### src/rtl/ahb3lite_rx_buffer.sv
// Receive-side buffer behind the AHB-Lite read master: collects read words into a show-ahead FIFO and tags them for the consumer.
// Latency: a word strobed at edge t is presented on o_Data after edge t; completion pulse follows the final pop by one cycle.
// Backpressure: consumer stalls via i_Data_Ready; strobes arriving while the FIFO is full with no pop are dropped and flagged sticky.
module ahb3lite_rx_buffer #(
    parameter int DEPTH = 16,
    parameter int AW    = $clog2(DEPTH)
) (
    input  logic          HCLK,
    input  logic          HRESET,
    input  logic          i_Start,
    input  logic [5:0]    i_BUFFER_LENGTH,
    input  logic [31:0]   i_HRDATA,
    input  logic          i_HRDATA_En,
    input  logic          i_Master_Done,
    output logic [31:0]   o_Data,
    output logic          o_Data_Valid,
    input  logic          i_Data_Ready,
    output logic [3:0]    o_Byte_En,
    output logic          o_Last,
    output logic [AW:0]   o_Count,
    output logic          o_Busy,
    output logic          o_Overflow,
    output logic          o_Done
);

    typedef enum logic [1:0] {
        S_IDLE    = 2'd0,
        S_COLLECT = 2'd1,
        S_DRAIN   = 2'd2
    } state_t;

    localparam logic [AW:0] FULL_CNT = (AW+1)'(DEPTH);
    localparam logic [AW:0] ONE_CNT  = (AW+1)'(1);

    state_t         state_q, state_d;

    logic [5:0]     len_q;
    logic [4:0]     nwords_q;
    logic [4:0]     rcv_cnt_q;
    logic [4:0]     out_cnt_q;
    logic           short_q;
    logic           ovf_q;
    logic           zdone_q;

    logic [AW-1:0]  wr_ptr_q;
    logic [AW-1:0]  rd_ptr_q;
    logic [AW:0]    count_q;
    logic [31:0]    mem [DEPTH];

    logic [6:0]     len_p3;
    logic [4:0]     nwords_calc;
    logic [4:0]     rcv_cnt_inc;
    logic           start_acc;
    logic           fifo_empty;
    logic           fifo_full;
    logic           pop;
    logic           push_req;
    logic           push_ok;
    logic           push_drop;
    logic           reach_n;
    logic           drain_done;
    logic           last_w;

    // Word count of the new command: ceil(L/4), 0..16.
    assign len_p3      = {1'b0, i_BUFFER_LENGTH} + 7'd3;
    assign nwords_calc = len_p3[6:2];

    assign start_acc   = (state_q == S_IDLE) && i_Start;
    assign fifo_empty  = (count_q == '0);
    assign fifo_full   = (count_q == FULL_CNT);
    assign pop         = !fifo_empty && i_Data_Ready;

    // Strobes only count while collecting and before the word budget is met.
    assign push_req    = (state_q == S_COLLECT) && i_HRDATA_En && (rcv_cnt_q != nwords_q);
    assign push_ok     = push_req && (!fifo_full || pop);
    assign push_drop   = push_req && fifo_full && !pop;
    assign rcv_cnt_inc = rcv_cnt_q + 5'd1;
    assign reach_n     = push_ok && (rcv_cnt_inc == nwords_q);

    assign drain_done  = (state_q == S_DRAIN) && fifo_empty;

    // Next-state selection for the transfer sequencer.
    always_comb begin
        state_d = state_q;
        case (state_q)
            S_IDLE: begin
                if (start_acc && (i_BUFFER_LENGTH != 6'd0)) begin
                    state_d = S_COLLECT;
                end
            end
            S_COLLECT: begin
                if (reach_n || i_Master_Done) begin
                    state_d = S_DRAIN;
                end
            end
            S_DRAIN: begin
                if (fifo_empty) begin
                    state_d = S_IDLE;
                end
            end
            default: state_d = S_IDLE;
        endcase
    end

    // Sequencer state register.
    always_ff @(posedge HCLK) begin
        if (HRESET) begin
            state_q <= S_IDLE;
        end else begin
            state_q <= state_d;
        end
    end

    // Command latch and transfer bookkeeping (length, received/popped counts, short-end flag).
    always_ff @(posedge HCLK) begin
        if (HRESET) begin
            len_q     <= '0;
            nwords_q  <= '0;
            rcv_cnt_q <= '0;
            out_cnt_q <= '0;
            short_q   <= 1'b0;
            zdone_q   <= 1'b0;
        end else begin
            zdone_q <= start_acc && (i_BUFFER_LENGTH == 6'd0);
            if (start_acc) begin
                len_q     <= i_BUFFER_LENGTH;
                nwords_q  <= nwords_calc;
                rcv_cnt_q <= '0;
                out_cnt_q <= '0;
                short_q   <= 1'b0;
            end else begin
                if (push_ok) begin
                    rcv_cnt_q <= rcv_cnt_inc;
                end
                if (pop) begin
                    out_cnt_q <= out_cnt_q + 5'd1;
                end
                // Master ended early: the last buffered word becomes the final one.
                if ((state_q == S_COLLECT) && i_Master_Done && !reach_n) begin
                    short_q <= 1'b1;
                end
            end
        end
    end

    // Sticky overflow: cleared only by reset or the next accepted command.
    always_ff @(posedge HCLK) begin
        if (HRESET) begin
            ovf_q <= 1'b0;
        end else if (start_acc) begin
            ovf_q <= 1'b0;
        end else if (push_drop) begin
            ovf_q <= 1'b1;
        end
    end

    // FIFO pointers and occupancy; reset flushes by clearing these.
    always_ff @(posedge HCLK) begin
        if (HRESET) begin
            wr_ptr_q <= '0;
            rd_ptr_q <= '0;
            count_q  <= '0;
        end else begin
            if (push_ok) begin
                wr_ptr_q <= wr_ptr_q + 1'b1;
            end
            if (pop) begin
                rd_ptr_q <= rd_ptr_q + 1'b1;
            end
            case ({push_ok, pop})
                2'b10:   count_q <= count_q + ONE_CNT;
                2'b01:   count_q <= count_q - ONE_CNT;
                default: count_q <= count_q;
            endcase
        end
    end

    // FIFO storage; contents need no reset since occupancy gates every read.
    always_ff @(posedge HCLK) begin
        if (push_ok) begin
            mem[wr_ptr_q] <= i_HRDATA;
        end
    end

    // Final-word detection: either the Nth word, or the last word left after an early master finish.
    assign last_w = !fifo_empty &&
                    ((out_cnt_q == (nwords_q - 5'd1)) ||
                     (short_q && (count_q == ONE_CNT)));

    // Output tagging: head word, lane enables for a partial final word.
    always_comb begin
        o_Data    = '0;
        o_Byte_En = 4'h0;
        if (!fifo_empty) begin
            o_Data    = mem[rd_ptr_q];
            o_Byte_En = 4'hF;
            if (last_w) begin
                case (len_q[1:0])
                    2'b01:   o_Byte_En = 4'b0001;
                    2'b10:   o_Byte_En = 4'b0011;
                    2'b11:   o_Byte_En = 4'b0111;
                    default: o_Byte_En = 4'hF;
                endcase
            end
        end
    end

    assign o_Data_Valid = !fifo_empty;
    assign o_Last       = last_w;
    assign o_Count      = count_q;
    assign o_Busy       = (state_q != S_IDLE);
    assign o_Overflow   = ovf_q;
    assign o_Done       = zdone_q || drain_done;

endmodule
### config.mk
export PLATFORM = sky130hd
export DESIGN_NAME = ahb3lite_rx_buffer
export DESIGN_NICKNAME = d
export VERILOG_FILES = /design/src/rtl/ahb3lite_rx_buffer.sv
export SDC_FILE = /design/constraint.sdc
export NUM_CORES = 1
export LEC_CHECK = 0
export ABC_AREA = 0
export BUFFER_PORTS_ARGS = -buffer_cell sky130_fd_sc_hd__buf_2
export CORE_UTILIZATION = 25
export DETAILED_ROUTE_END_ITERATION = 16
export PLACE_DENSITY_LB_ADDON = 0.3
export SETUP_SLACK_MARGIN = 0.4
export SLEW_MARGIN = 20
export SYNTH_ARGS = -nofsm -noshare
export SYNTH_HDL_FRONTEND = slang
export SYNTH_SLANG_ARGS = --single-unit
### constraint.sdc
create_clock -name HCLK -period 3.8 [get_ports HCLK]
set_input_delay 0.76 -clock HCLK [delete_from_list [all_inputs] [get_ports HCLK]]
set_output_delay 0.76 -clock HCLK [all_outputs]
set_load 0.05 [all_outputs]
==> results.txt <==
----------------------------------------------------
[Finish]
  Layout area overhead ... 23.4%
  Post-route insts no fill ... 2358
  Area taken by flip-flops and latches ... 16200 µm²
  Net count reported at finish ... 1229
  Ant diodes ... 0
  Area of the multi-input gates ... 5280 µm²
  Number of inserted filler cells in the final layout ... 8292
  Share of post-route cells with drive strength above 1 ... 36.7%

[Timing]
  FMAX ... 280 MHz
  Layout Skew ... 21.2 ps
  Unrepaired setup endpoints after global routing ... yes
  Count of endpoints failing setup in the final report ... 0
  Final worst-path cycle share ... 93.9%
  Hold slack ... 386 ps
  Slew Limit Headroom ... 56.9%
  Number of pins with negative max-slew slack in the final report ... 0
  Transition at the pin with the smallest max-transition slack ... 644 ps
  Final Hold Viols ... 0
  Min Clock Period, post-route ... 3570 ps
  Summed negative setup slack over all endpoints ... 0 ps
  Slack of the critical path ... 231 ps

[Worst setup path]
  Top fanout value on the critical path ... 6
  Register-to-Register Path Depth ... 9
  Data arrival at the endpoint of the critical path ... 2810 ps
  Type of element launching the critical path ... register
  Reg-to-reg slack, setup ... 720 ps
  Capturing point of the worst reg2reg path ... mem[3][6]
  Required time at the worst-slack endpoint ... 3040 ps
  CP Capture Point ... o_Data[21]
  Type of the worst setup path ... reg2out
  Sort of element at the end of the critical path ... output port
  Worst R2R Start ... o_Count[0]

[Floorplanning]
  Starting density of the core ... 25.3%
  Total number of placement rows ... 107
  Area of the core region ... 85400 µm²
  Die boundary width ... 296 µm
  Height of the die ... 296 µm
  Total Die Area ... 87600 µm²
  I/O pin cnt ... 90

[Detailed routing]
  Remaining antenna violation count ... 0
  Routed length per instance ... 22.8 µm
  Total wire length ... 53800 µm
  Routed vias/inst ... 4.42
  Post-detailed-route DRC marker count ... 0
  Routed vias ... 10400
  DRC marker count from the first detailed-route iteration ... 822
  Length of the first detailed-routing pass in iterations ... 5

[Placed design]
  HPWL after DPL ... 29000 µm
  RD Place Congestion ... 0.696
  Setup slack at placement ... 526 ps
  DP Cell Count ... 2219
  Buffers on Ports ... 89

[Power]
  Static Leak ... 8.38 nW
  Pwr Total ... 18.1 mW
  Power density over the cells ... 680 nW/µm²
  Worst voltage drop across the vdd grid ... 0.518 mV

[Yosys]
  Netlist area before placement ... 21600 µm²
  Syn Area/Cell ... 21.6 µm²
  Count of synthesis-stage warnings from yosys ... 0
  Most instantiated flip-flop cell in the synthesis netlist ... sky130_fd_sc_hd__edfxtp_1
  Count of flip-flops with a built-in enable after synthesis ... 512
  Synthesized flop and latch total ... 551
  Netlist cell types ... 48
  Sequential element share of the synthesized area ... 74.8%
  Net count after synthesis ... 1059
  Gate count after technology mapping ... 1001
  Proportion of register bits with asynchronous set or reset after synthesis ... 0%

[Clock network]
  Count of hold buffers inserted by post-cts repair ... 0
  Clock Sinks ... 551
  Clock-pin slew of the registers on the worst-case setup and hold paths ... 60 ps
  Clock insertion delay at the later pin of the skew report ... 610 ps
  Maximum clock insertion buffer count ... 3
  TritonCTS buffer count ... 58
  Buffer type at the clock tree root ... sky130_fd_sc_hd__clkbuf_16
  TritonCTS clock tree ... done
  Number of levels the H-tree was split into ... 2

[Status]
  Run status ... complete, no violations

[Job]
  Max-capacitance violation count ... 0

[GRT]
  Maximum number of pins on one net before global-route repair ... 37
  Total routing usage reported by global routing ... 12.4%
  Antenna violations before repair ... 8
  Via count of the first global-routing pass ... 11000
  Grt total ovfl ... 0
  First-pass GRT wire length ... 77800 µm

[Worst hold path]
  Class of the worst hold path ... in2reg

----------------------------------------------------
[worst max-delay path: stages (launching register included)]
cell	delay [ps]
sky130_fd_sc_hd__dfxtp_4	380
sky130_fd_sc_hd__buf_12	150
sky130_fd_sc_hd__buf_8	140
sky130_fd_sc_hd__buf_16	140
sky130_fd_sc_hd__mux4_2	500
sky130_fd_sc_hd__mux4_2	520
sky130_fd_sc_hd__and2_1	180
sky130_fd_sc_hd__buf_4	180
[registers in the layout (all words and copies together) (netlist names), 2 cells and up, named ones only]
register,cells
rd_ptr_q,4
wr_ptr_q,4
nwords_q,5
rcv_cnt_q,5
o_Count,5
len_q,2
mem,512
state_q,2
out_cnt_q,5
[cells by family after synthesis]
| group | Yosys count | synth area share (%) |
|---|---|---|
| flip-flops | 551 | 74.8 |
| multiplexers | 172 | 17.3 |
| AND/OR/NAND/NOR | 135 | 3.44 |
| buffers and inverters | 61 | 1.30 |
| AO/OA/AOI/OAI | 38 | 1.22 |
| XOR/XNOR | 30 | 1.22 |
| adder cells (fa/ha/maj) | 14 | 0.811 |
[metrics by stage]
step	area (µm²)	utilization, %
after floorplan	21600	-
after global placement	23800	27.9
after detailed placement	23800	27.9
after CTS	26500	31.0
after global routing	26700	31.2
final	26700	31.2
[power breakdown]
part / internal (mW) / leakage, nW / switching [mW]
sequential: 6.70 / 4.92 / 0.105
combinational: 2.94 / 2.61 / 3.07
clock: 3.05 / 0.849 / 2.27
[metal layers]
layer	wire length [µm]	global-route usage [%]	part of all wire [%]	vias to the layer above
met5	65	0	0.12	-
met4	823	2.74	1.5	10
met3	2270	2.29	4.2	78
met2	27300	21.1	51	227
met1	23300	16.3	43	5595
li1	-	-	-	4505
[area by class of cell]
| type | count | area share [%] |
|---|---|---|
| Clock inverter | 24 | 0.783 |
| Multi-Input combinational cell | 389 | 19.8 |
| Clock buffer | 79 | 5.82 |
| Timing Repair Buffer | 158 | 7.47 |
| Tap cell | 1144 | 5.37 |
| Sequential cell | 551 | 60.6 |
| Inverter | 13 | 0.192 |
[cell usage after synthesis, drive strengths merged (3+ instances only)]
cell | number | area (µm²)
a21oi | 8 | 40.0
a22o | 3 | 26.3
and2 | 42 | 263
and3 | 6 | 37.5
and4 | 4 | 35.0
buf | 27 | 150
clkbuf | 21 | 81.3
dfxtp | 39 | 781
edfxtp | 512 | 15400
ha | 14 | 175
inv | 13 | 48.8
mux2 | 5 | 56.3
mux2i | 7 | 70.1
mux4 | 160 | 3600
nand2 | 16 | 60.1
nand3 | 8 | 40.0
nand4 | 5 | 31.3
nor2 | 32 | 120
nor2b | 4 | 25.0
nor3 | 3 | 15.0
nor3b | 3 | 22.5
o21a | 3 | 22.5
o21ai | 9 | 45.0
xnor2 | 13 | 114
xor2 | 17 | 149
[worst min-delay path by stage]
stage | start | endpoint | slack, ps | cells after the start
2_1_floorplan | short_q | short_q | 440 | 1
3_3_place_gp | o_Overflow | o_Overflow | 450 | 1
3_5_place_dp | o_Overflow | o_Overflow | 470 | 1
4_1_cts | i_BUFFER_LENGTH[0] | len_q[0] | 350 | 3
5_1_grt | i_BUFFER_LENGTH[0] | len_q[0] | 370 | 3
6_report | i_BUFFER_LENGTH[0] | len_q[0] | 390 | 3
[layout by cell type (no fill, tap or decap), types with 20 or more instances in the layout]
master	Yosys	layout
sky130_fd_sc_hd__nor2_1	32	32
sky130_fd_sc_hd__dfxtp_1	39	35
sky130_fd_sc_hd__edfxtp_1	512	512
sky130_fd_sc_hd__clkbuf_16	0	63
sky130_fd_sc_hd__buf_6	3	29
sky130_fd_sc_hd__clkbuf_1	19	20
sky130_fd_sc_hd__buf_12	0	31
sky130_fd_sc_hd__buf_2	15	57
sky130_fd_sc_hd__mux4_2	160	160
sky130_fd_sc_hd__and2_4	0	26
[repair_timing]
action	4_1_cts	5_1_grt
gates resized for setup	109	17
gates cloned	14	4
pin swaps	2	2
endpoints found under the setup margin	33	192
setup buffers	15	3
(Power assumes the default switching activity.)
